==> src/rtl/seg_scan_ctrl_pkg.sv <==
// Shared constants for the 8-digit seven-segment scan controller.
package seg_scan_ctrl_pkg;
    localparam int NUM_DIGITS = 8;
    localparam int SEL_W      = 3;
    localparam int SEG_W      = 7;

    localparam logic [SEG_W-1:0]      SEG_BLANK = 7'h7F;
    localparam logic [NUM_DIGITS-1:0] AN_OFF    = 8'hFF;
endpackage

==> src/rtl/seg_scan_ctrl_prescaler.sv <==
// Digit-slot counter: runs 0..CLK_DIV-1, cleared while the scan is parked,
// and decodes the slot-end, blanking and dimming windows.
module scan_prescaler #(
    parameter int CLK_DIV      = 50000,
    parameter int BLANK_CYCLES = 500
) (
    input  logic clk,
    input  logic rst_n,
    input  logic clr,
    input  logic dim,
    output logic slot_end,
    output logic blank,
    output logic dim_cut
);
    localparam int CNT_W = $clog2(CLK_DIV);
    localparam logic [CNT_W-1:0] CNT_LAST  = CNT_W'(CLK_DIV - 1);
    localparam logic [CNT_W-1:0] CNT_BLANK = CNT_W'(BLANK_CYCLES);
    localparam logic [CNT_W-1:0] CNT_DIM   = CNT_W'(BLANK_CYCLES + (CLK_DIV - BLANK_CYCLES) / 2);

    logic [CNT_W-1:0] cnt_q, cnt_d;

    assign slot_end = (cnt_q == CNT_LAST);
    assign blank    = (cnt_q < CNT_BLANK);
    assign dim_cut  = dim && (cnt_q >= CNT_DIM);

    always_comb begin
        // NOTE: default assignment first so no path through this block infers a latch.
        cnt_d = cnt_q + CNT_W'(1);
        if (clr || slot_end) begin
            cnt_d = '0;
        end
    end

    always_ff @(posedge clk or negedge rst_n) begin
        if (!rst_n) begin
            cnt_q <= '0;
        end else begin
            // NOTE: non-blocking assignment keeps every flop sampling pre-edge values.
            cnt_q <= cnt_d;
        end
    end
endmodule

==> src/rtl/seg_scan_ctrl.sv <==
// Time-multiplexed scan controller for an 8-digit active-low 7-segment display.
// Optional SEG_SCAN_DIM_EN adds a dim input that halves the lit part of each slot.
module seg_scan_ctrl
    import seg_scan_ctrl_pkg::*;
#(
    parameter int CLK_DIV      = 50000,
    parameter int BLANK_CYCLES = 500
) (
    input  logic                  clk,
    input  logic                  rst_n,
    input  logic                  en,
`ifdef SEG_SCAN_DIM_EN
    input  logic                  dim,
`endif
    input  logic [NUM_DIGITS-1:0] digit_mask,
    input  logic [SEG_W-1:0]      seg_in,
    output logic [SEL_W-1:0]      sel,
    output logic [NUM_DIGITS-1:0] an_n,
    output logic [SEG_W-1:0]      seg_n,
    output logic                  frame_tick
);
    localparam logic [NUM_DIGITS-1:0] AN_ONE  = NUM_DIGITS'(1);
    localparam logic [SEL_W-1:0]      SEL_TOP = SEL_W'(NUM_DIGITS - 1);

    logic                  dim_in;
    logic                  slot_end, blank, dim_cut, lit;
    logic [SEL_W-1:0]      sel_q, sel_d;
    logic [NUM_DIGITS-1:0] an_n_q, an_n_d;
    logic [SEG_W-1:0]      seg_n_q, seg_n_d;
    logic                  frame_tick_q, frame_tick_d;

`ifdef SEG_SCAN_DIM_EN
    assign dim_in = dim;
`else
    assign dim_in = 1'b0;
`endif

    scan_prescaler #(
        .CLK_DIV      (CLK_DIV),
        .BLANK_CYCLES (BLANK_CYCLES)
    ) u_prescaler (
        .clk      (clk),
        .rst_n    (rst_n),
        .clr      (!en),
        .dim      (dim_in),
        .slot_end (slot_end),
        .blank    (blank),
        .dim_cut  (dim_cut)
    );

    // The last count is dark too, so the registered output never lights the
    // old digit during the first cycle after sel has moved on.
    assign lit = en && !blank && !slot_end && !dim_cut && digit_mask[sel_q];

    always_comb begin
        sel_d = sel_q;
        if (!en) begin
            sel_d = '0;
        end else if (slot_end) begin
            sel_d = sel_q + SEL_W'(1);
        end
        frame_tick_d = en && slot_end && (sel_q == SEL_TOP);
        an_n_d       = lit ? ~(AN_ONE << sel_q) : AN_OFF;
        seg_n_d      = lit ? seg_in : SEG_BLANK;
    end

    always_ff @(posedge clk or negedge rst_n) begin
        if (!rst_n) begin
            sel_q        <= '0;
            an_n_q       <= AN_OFF;
            seg_n_q      <= SEG_BLANK;
            frame_tick_q <= 1'b0;
        end else begin
            sel_q        <= sel_d;
            an_n_q       <= an_n_d;
            seg_n_q      <= seg_n_d;
            frame_tick_q <= frame_tick_d;
        end
    end

    assign sel        = sel_q;
    assign an_n       = an_n_q;
    assign seg_n      = seg_n_q;
    assign frame_tick = frame_tick_q;
endmodule

==> config.mk <==
export PLATFORM = sky130hd
export DESIGN_NAME = seg_scan_ctrl
export DESIGN_NICKNAME = d
export VERILOG_FILES = /design/src/rtl/seg_scan_ctrl_pkg.sv /design/src/rtl/seg_scan_ctrl_prescaler.sv /design/src/rtl/seg_scan_ctrl.sv
export SDC_FILE = /design/constraint.sdc
export NUM_CORES = 1
export LEC_CHECK = 0
export CAP_MARGIN = 20
export CORE_AREA = 2 2 63 65
export DETAILED_ROUTE_END_ITERATION = 7
export DIE_AREA = 0 0 65 67
export DONT_BUFFER_PORTS = 1
export HOLD_SLACK_MARGIN = 0.12
export MAX_ROUTING_LAYER = met4
export PLACE_DENSITY = 0.67
export SLEW_MARGIN = 30
export SYNTH_ARGS = -nofsm -noshare
export SYNTH_HDL_FRONTEND = slang
export SYNTH_SLANG_ARGS = --single-unit
==> constraint.sdc <==
create_clock -name clk -period 2.4 [get_ports clk]
set_input_delay 0.48 -clock clk [delete_from_list [all_inputs] [get_ports clk]]
set_output_delay 0.48 -clock clk [all_outputs]
set_load 0.02 [all_outputs]
Word level (Yosys, flattened, before mapping)
Index checks and enable logic that the tools add are counted.
- flip-flop bits (word level): 35
- input port bits: 18
- word-level logic and storage cells: 30
- add/subtract/negate cells: 2
- magnitude comparators: 2
- eq/ne operators: 3
- shifts and indexed selects: 1
- muxes and demuxes: 7
- bitwise logic cells: 1
- reductions and logical operators: 9
- operators with widths (cell ; count):
    16-bit by 1-bit adder with 16-bit output (second input constant) ; 1
    16-bit equality test (second input constant) ; 1
    16-bit by 9-bit less-than comparator with 1-bit output (second input constant) ; 1
    16-bit two-way mux ; 1
    8-bit two-way mux ; 1
    8-bit NOT ; 1
    1-bit by 3-bit left shift with 8-bit output (first input constant) ; 1
    7-bit two-way mux ; 1
    3-bit two-way mux ; 2
    1-bit logical AND ; 5
    3-bit by 4-bit less-than comparator with 1-bit output (second input constant) ; 1
    3-bit by 1-bit adder with 3-bit output (second input constant) ; 1
    1-bit binary-select mux with 3-bit select ; 1
    3-bit equality test (second input constant) ; 1
    1-bit zero test ; 3
    2-bit by 1-bit inequality test with 1-bit output (second input constant) ; 1
    1-bit logical OR ; 1
    1-bit two-way mux ; 1

Logic depth before layout (Yosys ltp)
Gate-level depths: netlist of the first run.
- depth after elaboration: 6
- mapped depth: 6
- gate-level depth less buffers: 5

Cells and area by module
Synthesis of the first run repeated with hierarchy kept, for this count alone.
- cell total of the unflattened synthesis: 164
- area, all modules: 1869.3 µm²
- modules (own cells, without submodules) (module ; instances ; cells an instance ; area an instance (µm²) ; seq. area each (µm²)):
    seg_scan_ctrl ; 1 ; 70 ; 939.7 ; 494.2
    scan_prescaler ; 1 ; 94 ; 929.6 ; 400.4

Worst setup path after synthesis of the first run
No wires, ideal clock.
- path type: register to register
- start: register u_prescaler.cnt_q[11]
- end: register u_prescaler.cnt_q[10]
- setup time: 121 ps
- arrival: 1810 ps
- slack: 469 ps
- cell stages (with the launch flop): 5
- buffers on the path: 1
- cell sequence: dfrtp_1 > or4_1 > o41ai_4 > buf_2 > nor2_1
- cells in the longest elaborated chain, start to end: 3
- RTL lines (element ; line ; text):
    start: declaration ; seg_scan_ctrl_prescaler.sv:20 ; logic [CNT_W-1:0] cnt_q, cnt_d;
    start signal: assignment ; seg_scan_ctrl_prescaler.sv:39 ; cnt_q <= cnt_d;
    16-bit equality test ; seg_scan_ctrl_prescaler.sv:22 ; assign slot_end = (cnt_q == CNT_LAST);
    1-bit logical OR ; seg_scan_ctrl_prescaler.sv:29 ; if (clr || slot_end) begin
    16-bit two-way mux ; seg_scan_ctrl_prescaler.sv:29 ;
    net u_prescaler.cnt_d[10] ; seg_scan_ctrl_prescaler.sv:20 ;
The timed path passes the listed nets, and every way through them passes these cells.
A chain may end at the register's enable or synchronous reset.

Worst setup path after layout of the first run
- start: register u_prescaler.cnt_q[10]
- end: register sel_q[1] (netlist: sel[1])
- cells in the longest elaborated chain, start to end: 2
- RTL lines (element ; line ; text):
    16-bit equality test ; seg_scan_ctrl_prescaler.sv:22 ;
    2-bit by 1-bit inequality test with 1-bit output (no line) ; - ;
    end signal: assignment ; seg_scan_ctrl.sv:74 ; sel_q <= sel_d;
    end: declaration ; seg_scan_ctrl.sv:27 ; logic [SEL_W-1:0] sel_q, sel_d;
No other way between the ends.

==> impl_results.md, run 1 <==
* Run status: finished clean
* Crit path capture type: flop
* Fraction of layout instances using a drive strength above 1 at 0.2013
* Most area-consuming cells after synthesis: dfrtp_1 (31%), dfstp_2 (24%), xnor2_1 (6.0%)
* Post-synthesis instance area at between 0.0015 and 0.002 mm^2
* Post-route antenna net violation count at 0
* Data arrival time of the worst path at approximately 2.1 ns
* Required time at the endpoint of the critical path at about 2.6 ns
* Setup Skew at 0.006507 ns
* Number of distinct library cells after synthesis at 30
* Post-cts repair resize count at 0
* Fmax at 511.7 MHz
* H-tree Lvls at 2
* Yosys top cell area share at 0.3096
* Net count of the mapped netlist at 168
* Post-route fraction of the period consumed by the critical path at 0.8142
* Final Net Count at 178
* Switching share of total power at 0.2046
* Final hold viol count at 0
* Layout-stage area growth over the synthesis result at 14.01%
* First-pass GRT wire length at 5.223 mm
* DIE HEIGHT at 67 um
* Clock sink count at 35
* Largest net degree at the start of global routing at 36
* Clock tree root buffer cell: clkbuf_8
* Largest fanout on the critical path at 5
* Iteration count of the initial detailed-routing pass at 4
* Mapped Cells at 143
* Worst hold-check path type: in -> reg
* Cell internal pwr at 941.2 uW
* Number of warnings printed during yosys synthesis at 0
* Die outline area at 0.004355 mm^2
* Number of max-slew violations in the final report at 0
* Proportion of power drawn by combinational gates at 0.032
* Antenna violations before repair at 0
* Placement row count at 22
* Total of buffers placed on input and output ports at 0
* Register-to-Register Setup Slack at 0.45 ns
* Number of inserted filler cells in the final layout at 326
* LEAKAGE at 0.7159 nW
* Yosys reg bits at 35
* Total of endpoints with negative setup slack in the final report at 0
* Type of the worst setup path: reg -> reg
* Horizontal extent of the die at 65 um
* TritonCTS clock tree: done
* WL/cell at 14.92 um
* Number of CTS-inserted buffers at 5
* Clock period minus final worst setup slack at about 2 ns
* Core Util, Final at 0.5111
* Peak supply drop at 0.0003718 V
* Setup Total Neg Slack at 0 ns
* N_diodes at 0
* Maximum capacitance violations at 0
* Routed wire length at 3.013 mm
* Worst slew pin tran at about 0.46 ns
* Number of buffers on the longest clock path at 2
* Vias/cell at 5.252
* Sequential cell fraction of total power at 0.506
* DRC violations left at 0
* Final weighted congestion of routability-driven global placement at 0.8696
* Syn_area_per_cell at between 10 and 15 um^2
* Clock share of power at 0.462
* Type of origin of the critical path: flop
* Sequential share of the synthesized area at 0.5534
* Total global routing overflow at 0
* Global Route Usage Sum at 0.1653
* Power spent charging and discharging nets at 242.2 uW
* Worst skew pair latency at between 0.2 and 0.3 ns
* Post-detail-place hpwl at roughly 2.2 mm
* Clock slew seen by the registers of the worst setup and hold paths at 0.07 ns
* Sum of internal, switching and leakage power at 1.183 mW
* Standard cell core area at approximately 0.0036 mm^2
* Detailed Route Iter0 Violations at 24
* Number of global-route vias before repair at around 1,100
* Top-level port count at 37
* Power Dens Cells at 642.1 mW/mm^2
* Relative slew slack at 0.6879
* Largest area contributor in the netlist: dfrtp_1
* Initial standard-cell utilization of the core at 0.4483
* Vias after detailed routing at 1,061
* RSZ-0062 raised after global routing: false
-- sequential cells by signal, summed over array words and instances (netlist names) --
name               count
an_n                   8
sel                    3
u_prescaler.cnt_q     16
frame_tick             1
seg_n                  7
-- power groups by stage --
stage                     Clock (mW)  Sequential (mW)  Combinational, mW
after detailed placement           0            0.610             0.0220
after CTS                      0.557            0.599             0.0394
after global routing           0.575            0.600             0.0440
after global placement             0            0.609             0.0214
final                          0.546            0.599             0.0377
after floorplan                    0            0.609             0.0176
-- synth_stat cells, drive strengths merged --
master	number
o21ai	3
dfstp	15
or4	1
nand4	4
nor4	6
nand3	13
inv	8
mux2	1
and2	2
a211oi	1
mux2i	1
o41ai	1
nor3	5
o311a	1
or4b	1
xnor2	11
dfrtp	20
nor2	19
and3	1
or3b	1
ha	7
xor2	1
or3	3
mux4	2
a21oi	3
nand2	3
or2	7
clkbuf	1
buf	1
-- routing by layer --
layer	share of wire	track usage	up-vias
li1	-	-	514
met3	0.061	0.05574	4
met1	0.44	0.2056	518
met4	0.013	0.07181	0
met2	0.48	0.2461	25
met5	0	-	-
-- layout by cell type (no fill, tap or decap), drive strengths merged --
cell type / count
a211oi: 1
a21oi: 3
and2: 2
and3: 1
buf: 4
clkbuf: 8
dfrtp: 20
dfstp: 15
dlygate4sd3: 1
ha: 7
inv: 8
mux2: 1
mux2i: 1
mux4: 2
nand2: 3
nand3: 13
nand4: 4
nor2: 19
nor3: 5
nor4: 6
o21ai: 3
o311a: 1
o41ai: 1
or2: 7
or3: 3
or3b: 1
or4: 1
or4b: 1
xnor2: 11
xor2: 1
-- worst max-delay path, cell delays in order, from the launching register on --
cell,delay (ns)
dfrtp_1,0.43
or4_1,0.62
nor4_2,0.51
mux2i_1,0.24
nor2_1,0.05
-- final timing paths --
kind                            cells after the start                   end                  start
worst max-delay path                                4                sel[1]  u_prescaler.cnt_q[10]
worst min-delay path                                1              seg_n[1]              seg_in[1]
worst max register to register                      4                sel[1]  u_prescaler.cnt_q[10]
worst min register to register                      1  u_prescaler.cnt_q[0]   u_prescaler.cnt_q[0]
max in group asynchronous                           2               an_n[4]                  rst_n
min in group asynchronous                           2            frame_tick                  rst_n
-- kinds of logic after synthesis --
kind of cell               after synthesis  share of synthesized area
and+or+nand+nor                         66                     0.2159
DFF                                     35                     0.5534
xor gates and xnor gates                12                    0.06501
buffers and inverters                   10                    0.02399
AOI/OAI and AO/OA                        9                    0.04644
adders and majority gates                7                    0.05418
muxes                                    4                    0.04102
-- stage by stage --
| step | cells | area, um^2 | setup slack (ns) | hold slack, ns |
|---|---|---|---|---|
| 4_1_cts | 202 | 1843 | 0.4312 | 0.2837 |
| 3_3_place_gp | 192 | 1690 | 0.4816 | 0.1865 |
| 2_1_floorplan | 143 | 1617 | 0.4687 | 0.1844 |
| 6_report | 202 | 1843 | 0.4459 | 0.2895 |
| 5_1_grt | 202 | 1843 | 0.2907 | 0.2863 |
| 3_5_place_dp | 192 | 1690 | 0.4474 | 0.1858 |
-- timing repair --
action / 4_1_cts / 5_1_grt
endpoints found under the hold margin: 35 / 0
buffers inserted: 0 / 0
hold buffers: 2 / 0
-- cell type report --
cell class,instances,area [um^2],share of cell area
Sequential cell,35,894.6,0.4854
Multi-Input combinational cell,98,683.2,0.3707
Inverter,8,30.03,0.01629
Timing Repair Buffer,5,52.55,0.02851
Clock buffer,8,122.6,0.06653
Tap cell,48,60.06,0.03259
Note: power is estimated with default switching activity, not from simulation.
==> run 2: changes to the inputs <==
==> constraint.sdc (replaced) <==
create_clock -name clk -period 1.8 [get_ports clk]
set_input_delay 0.36 -clock clk [delete_from_list [all_inputs] [get_ports clk]]
set_output_delay 0.36 -clock clk [all_outputs]
set_load 0.02 [all_outputs]
==> impl_results.md, run 2 (synthesis results as in run 1) <==
* H-tree Lvls at 2 (unchanged)
* Area taken by flip-flops and latches at 894.6 um^2 (unchanged)
* Number of flip-flops under the largest register name at 16 (unchanged)
* Crit path capture type: flop
* Relative slew slack at 0.7475 (+0.05966)
* Run status: finished with violations
* Cells along the critical path: or4b_4 > o41ai_4 > buf_6 > nor2_1
* Largest fanout on the critical path at 15 (+10)
* Clock period minus final worst setup slack at 1.802 ns (-0.1518 ns)
* Vias after detailed routing at 1,135 (+7.0%)
* Post-route antenna net violation count at 0 (unchanged)
* Maximum capacitance violations at 0 (unchanged)
* Number of max-slew violations in the final report at 0 (unchanged)
* Antenna violations before repair at 0 (unchanged)
* Violated checks: setup timing
* N_diodes at 0 (unchanged)
* Type of origin of the critical path: flop
* Worst slew pin tran at 0.3752 ns (-0.08908 ns)
* Clock slew seen by the registers of the worst setup and hold paths at 0.07 ns (about the same)
* Worst Reg-to-Reg Cells at 4 (unchanged)
* Routed wire length at 3.050 mm (+1.2%)
* Top-level port count at 37 (unchanged)
* Global Route Usage Sum at 0.1659 (+0.0006252)
* Fmax at 554.8 MHz (+8.4%)
* Worst hold-check path type: in -> reg
* Register-to-Register Setup Slack at -0.002 ns (-0.45 ns)
* Final hold viol count at 0 (unchanged)
* LEAKAGE at 0.8148 nW (+14%)
* Worst skew pair latency at 0.29 ns (about the same)
* Most common library cell in the layout ignoring fill and taps: dfrtp_1
* Total of endpoints with negative setup slack in the final report at 1 (+1)
* Multi-input gate area at 709.4 um^2 (+3.8%)
* Iteration count of the initial detailed-routing pass at 4 (unchanged)
* Clock tree root buffer cell: clkbuf_8
* Type of the worst setup path: reg -> reg
* Horizontal extent of the die at 65 um (unchanged)
* Biggest cell delay along the critical path at 0.59 ns (-0.03 ns)
* Number of CTS-inserted buffers at 5 (unchanged)
* Fraction of layout instances using a drive strength above 1 at 0.3077 (+0.1064)
* Standard cell core area at 0.003606 mm^2 (unchanged)
* Data arrival time of the worst path at 1.98 ns (-0.15 ns)
* Number of global-route vias before repair at 1,156 (+6.9%)
* Initial standard-cell utilization of the core at 0.4483 (unchanged)
* Vias/cell at 5.230 (-0.42%)
* First-pass GRT wire length at 5.140 mm (-1.6%)
* Placed Cells incl. Taps at 206 (+7.3%)
* Final Net Count at 193 (+8.4%)
* Post-detail-place hpwl at 2.276 mm (+4.5%)
* Number of inserted filler cells in the final layout at 318 (-2.5%)
* Number of buffers on the longest clock path at 2 (unchanged)
* Peak supply drop at 0.0003831 V (+3.0%)
* Total global routing overflow at 0 (unchanged)
* Final weighted congestion of routability-driven global placement at 0.9594 (+10%)
* Core Util, Final at 0.5527 (+0.04164)
* Launch point of the worst reg-to-reg path: u_prescaler.cnt_q[4]
* Detailed Route Iter0 Violations at 48 (+100%)
* Total of buffers placed on input and output ports at 0 (unchanged)
* DRC violations left at 0 (unchanged)
* TritonCTS clock tree: done
* Startpoint of the most critical setup path: u_prescaler.cnt_q[4]
* Dominant delay contributor by cell family on the critical path: simple AND/OR/NAND/NOR gates
* Die outline area at 0.004355 mm^2 (unchanged)
* Hold-critical path endpoint: seg_n[2]
* DIE HEIGHT at 67 um (unchanged)
* Required time at the endpoint of the critical path at 1.98 ns (-0.60 ns)
* Power Dens Cells at 817.8 mW/mm^2 (+27%)
* FF-to-FF End: u_prescaler.cnt_q[11]
* Top reg by flops: u_prescaler.cnt_q
* Non-filler instance count after layout at 217 (+7.4%)
* Placement row count at 22 (unchanged)
* Worst hold path cell count at 1 (unchanged)
* Hold Crit Start: seg_in[2]
* Count of buffering cells on the critical path with inverters included at 1 (+1)
* RSZ-0062 raised after global routing: true
* Largest net degree at the start of global routing at 36 (unchanged)
* Max stage delay cell, worst path: or4b_4
* Setup Skew at 0.002546 ns (-0.003961 ns)
* Final setup margin at -0.002334 ns (-0.4482 ns)
* Most used cells in the layout excluding fill and tap cells: dfrtp_1 (20), nor2_1 (18), buf_4 (17)
* Layout-stage area growth over the synthesis result at 23.30%
* Clock sink count at 35 (unchanged)
* WL/cell at 14.06 um (-5.8%)
* Post-route fraction of the period consumed by the critical path at 1.001 (+0.1871)
run 2: cell types whose count changed in the layout (fill, tap and decap cells not counted), sizes merged:
cell / previous run / this run
clkbuf: 8 / 6
inv: 8 / 9
bufinv: 0 / 1
buf: 4 / 19
run 2: through the flow:
stage / setup TNS, ns / worst slack [ns] / instance area, um^2 / power, mW / hold WS (ns)
floorplan: -0.2737 / -0.01704 / 1632 / 0.8357 / 0.06441
global placement: -0.0002601 / -0.0002601 / 1808 / 0.8413 / 0.06596
detailed placement: -0.2290 / -0.04937 / 1808 / 0.8422 / 0.06581
CTS: -0.6707 / -0.05010 / 1968 / 1.655 / 0.1701
global route: -1.303 / -0.06655 / 1993 / 1.696 / 0.1615
finish: -0.002334 / -0.002334 / 1993 / 1.630 / 0.1760
run 2: layout make-up:
type,count,area share
sequential,35,0.4488
multi-input combinational,98,0.3559
timing repair buffer,20,0.08475
clock buffer,6,0.04708
tap,48,0.03013
clock inverter,2,0.01820
inverter,8,0.01507
run 2: worst max-delay path by stage:
| stage | endpoint | slack (ns) | depth (start not counted) |
|---|---|---|---|
| global placement | u_prescaler.cnt_q[10] | -0.0003 | 4 |
| detailed placement | sel[2] | -0.05 | 4 |
| finish | u_prescaler.cnt_q[11] | -0.002 | 4 |
| global route | sel[1] | -0.07 | 4 |
| CTS | u_prescaler.cnt_q[11] | -0.05 | 4 |
| floorplan | u_prescaler.cnt_q[11] | -0.02 | 4 |
run 2: repair_timing:
item	CTS	global route
hold buffers	2	0
gates resized for setup	0	5
buffers inserted	0	1
pin swaps	1	9
setup endpoints to repair	24	33
gates cloned	0	0
hold endpoints to repair	35	0
run 2: layer usage:
layer  track usage  vias up  wire, um
li1              -      548         -
met1        0.1825      534      1278
met2        0.2564       45      1434
met3       0.05236        8       248
met4        0.1170        0        87
met5             -        -         0
run 2: where the power goes:
group          switching, mW  total, mW  leakage [nW]  internal [mW]
clock                  0.282      0.779        0.0669          0.497
combinational         0.0313     0.0520         0.313         0.0207
sequential           0.00549      0.799         0.435          0.794
==> run 3: changes to the inputs <==
--- a/config.mk
+++ b/config.mk
@@ -13,6 +13,7 @@
 export HOLD_SLACK_MARGIN = 0.12
 export MAX_ROUTING_LAYER = met4
 export PLACE_DENSITY = 0.67
+export REMOVE_ABC_BUFFERS = 1
 export SLEW_MARGIN = 30
 export SYNTH_ARGS = -nofsm -noshare
 export SYNTH_HDL_FRONTEND = slang
==> impl_results.md, run 3 (synthesis results as in run 1) <==
* Type of origin of the critical path: flop
* Setup Skew at 0.006754 ns (+0.004208 ns)
* TritonCTS clock tree: done
* Final weighted congestion of routability-driven global placement at 0.8220 (-14%)
* Worst slew pin tran at 0.3390 ns (-0.03621 ns)
* Crit-path most repeated cell: buf_4
* Top-level port count at 37 (unchanged)
* Total of buffers placed on input and output ports at 0 (unchanged)
* H-tree Lvls at 2 (unchanged)
* Clock sink count at 35 (unchanged)
* Area taken by flip-flops and latches at 894.6 um^2 (unchanged)
* Placement row count at 22 (unchanged)
* Die outline area at 0.004355 mm^2 (unchanged)
* Vias after detailed routing at 1,138 (+0.26%)
* Post-Layout Inst Area at 0.001987 mm^2 (-0.31%)
* Number of global-route vias before repair at 1,166 (+0.87%)
* Horizontal extent of the die at 65 um (unchanged)
* DIE HEIGHT at 67 um (unchanged)
* Register-to-Register Setup Slack at -0.03 ns (-0.02 ns)
* Count of buffering cells on the critical path with inverters included at 2 (+1)
* Maximum capacitance violations at 0 (unchanged)
* Multi-input gate area at 737.0 um^2 (+3.9%)
* Launch point of the worst reg-to-reg path: u_prescaler.cnt_q[10]
* Final Net Count at 195 (+1.0%)
* Antenna violations before repair at 0 (unchanged)
* Largest fanout on the critical path at 8 (-7)
* Standard cell core area at 0.003606 mm^2 (unchanged)
* Data arrival time of the worst path at 2.00 ns (+0.02 ns)
* Hold Worst Slack at 0.1842 ns (+0.008195 ns)
* Crit path capture type: flop
* Cells along the critical path: or4_4 > o41ai_4 > buf_4 > buf_4 > nor2_2
* Type of the worst setup path: reg -> reg
* Run status: finished with violations
* Number of max-slew violations in the final report at 0 (unchanged)
* Clock period minus final worst setup slack at 1.825 ns (+0.02311 ns)
* Hold-critical path endpoint: seg_n[1]
* Peak supply drop at 0.0003433 V (-10%)
* Number of buffers on the longest clock path at 2 (unchanged)
* RSZ-0062 raised after global routing: true
* Required time at the endpoint of the critical path at 1.97 ns (about the same)
* Clock tree root buffer cell: clkbuf_8
* Layout-stage area growth over the synthesis result at 22.91%
* Clock slew seen by the registers of the worst setup and hold paths at 0.07 ns (about the same)
* Total global routing overflow at 0 (unchanged)
* Iteration count of the initial detailed-routing pass at 4 (unchanged)
* Non-filler instance count after layout at 219 (+0.92%)
* Post-route fraction of the period consumed by the critical path at 1.014 (+0.01284)
* Power Dens Cells at 703.3 mW/mm^2 (-14%)
* Setup Total Neg Slack at -0.3290 ns (-0.3267 ns)
* WL/cell at 14.75 um (+4.9%)
* Post-route antenna net violation count at 0 (unchanged)
* Fmax at 547.8 MHz (-1.3%)
* Global Route Usage Sum at 0.1700 (+0.004056)
* Initial standard-cell utilization of the core at 0.4483 (unchanged)
* Final setup margin at -0.02545 ns (-0.02311 ns)
* LEAKAGE at 0.7691 nW (-5.6%)
* Area after DPL at 0.001803 mm^2 (-0.28%)
* Worst hold-check path type: in -> reg
* Fraction of layout instances using a drive strength above 1 at 0.3392 (+0.03149)
* Placed Cells incl. Taps at 207 (+0.49%)
* Routed wire length at 3.230 mm (+5.9%)
* Number of CTS-inserted buffers at 5 (unchanged)
* N_diodes at 0 (unchanged)
* Sum of internal, switching and leakage power at 1.397 mW (-14%)
* Total of endpoints with negative setup slack in the final report at 22 (+21)
* Relative slew slack at 0.7719 (+0.02436)
* Vias/cell at 5.196 (-0.65%)
* Worst hold path cell count at 1 (unchanged)
* First-pass GRT wire length at 5.375 mm (+4.6%)
* Violated checks: setup timing
* Most used cells in the layout excluding fill and tap cells: dfrtp_1 (20), buf_4 (20), nor2_1 (17)
* Number of inserted filler cells in the final layout at 307 (-3.5%)
* DRC violations left at 0 (unchanged)
* Biggest cell delay along the critical path at 0.58 ns (about the same)
* Dominant delay contributor by cell family on the critical path: simple AND/OR/NAND/NOR gates
* Final hold viol count at 0 (unchanged)
* Startpoint of the most critical setup path: u_prescaler.cnt_q[10]
* Top reg by flops: u_prescaler.cnt_q
* FF-to-FF End: u_prescaler.cnt_q[14]
* Worst skew pair latency at 0.28 ns (about the same)
* Detailed Route Iter0 Violations at 26 (-46%)
* Max stage delay cell, worst path: or4_4
* Pre-CTS WS at -0.1266 ns (-0.07724 ns)
* Hold Crit Start: seg_in[1]
* Largest net degree at the start of global routing at 36 (unchanged)
* Core Util, Final at 0.5510 (-0.001735)
* Post-detail-place hpwl at 2.322 mm (+2.0%)
* Worst Reg-to-Reg Cells at 5 (+1)
* Number of flip-flops under the largest register name at 16 (unchanged)
[run 3: cell types whose count changed in the layout (fill, tap and decap cells not counted), sizes merged]
cell / delta
buf: +2
bufinv: -1
clkinv: +1
clkinvlp: +1
inv: -1
[run 3: per-layer routing]
metal / wire length (um) / track usage / vias to the layer above
met5: 0 / - / -
met3: 166 / 0.04899 / 7
met4: 69 / 0.07979 / 0
met2: 1572 / 0.2680 / 27
met1: 1421 / 0.2017 / 549
li1: - / - / 555
[run 3: cell type report]
cell class	count	share of cell area
Clock buffer	6	0.03652
Clock inverter	2	0.006297
Inverter	8	0.01511
Multi-Input combinational cell	98	0.3709
Sequential cell	35	0.4503
Tap cell	48	0.03023
Timing Repair Buffer	22	0.09068
[run 3: worst max-delay path by stage]
stage / slack [ns] / cells past startpoint / to
2_1_floorplan: -0.35 / 4 / an_n[0]
3_3_place_gp: -0.03 / 5 / sel[1]
3_5_place_dp: -0.13 / 4 / seg_n[3]
4_1_cts: -0.03 / 4 / u_prescaler.cnt_q[15]
5_1_grt: -0.09 / 5 / u_prescaler.cnt_q[15]
6_report: -0.03 / 5 / u_prescaler.cnt_q[14]
[run 3: timing repair]
action                                  CTS  global route
gates cloned                              0             0
endpoints found under the setup margin   33            32
hold endpoints to repair                 35             0
hold buffers                              2             0
gates resized for setup                   7             5
pin swaps                                 6             3
buffers inserted                          0             2
[run 3: power by group]
part / total (mW) / internal (mW) / switching, mW
registers: 0.800 / 0.794 / 0.00673
logic: 0.0565 / 0.0234 / 0.0331
clock network: 0.541 / 0.270 / 0.271
total: 1.40 / 1.09 / 0.310
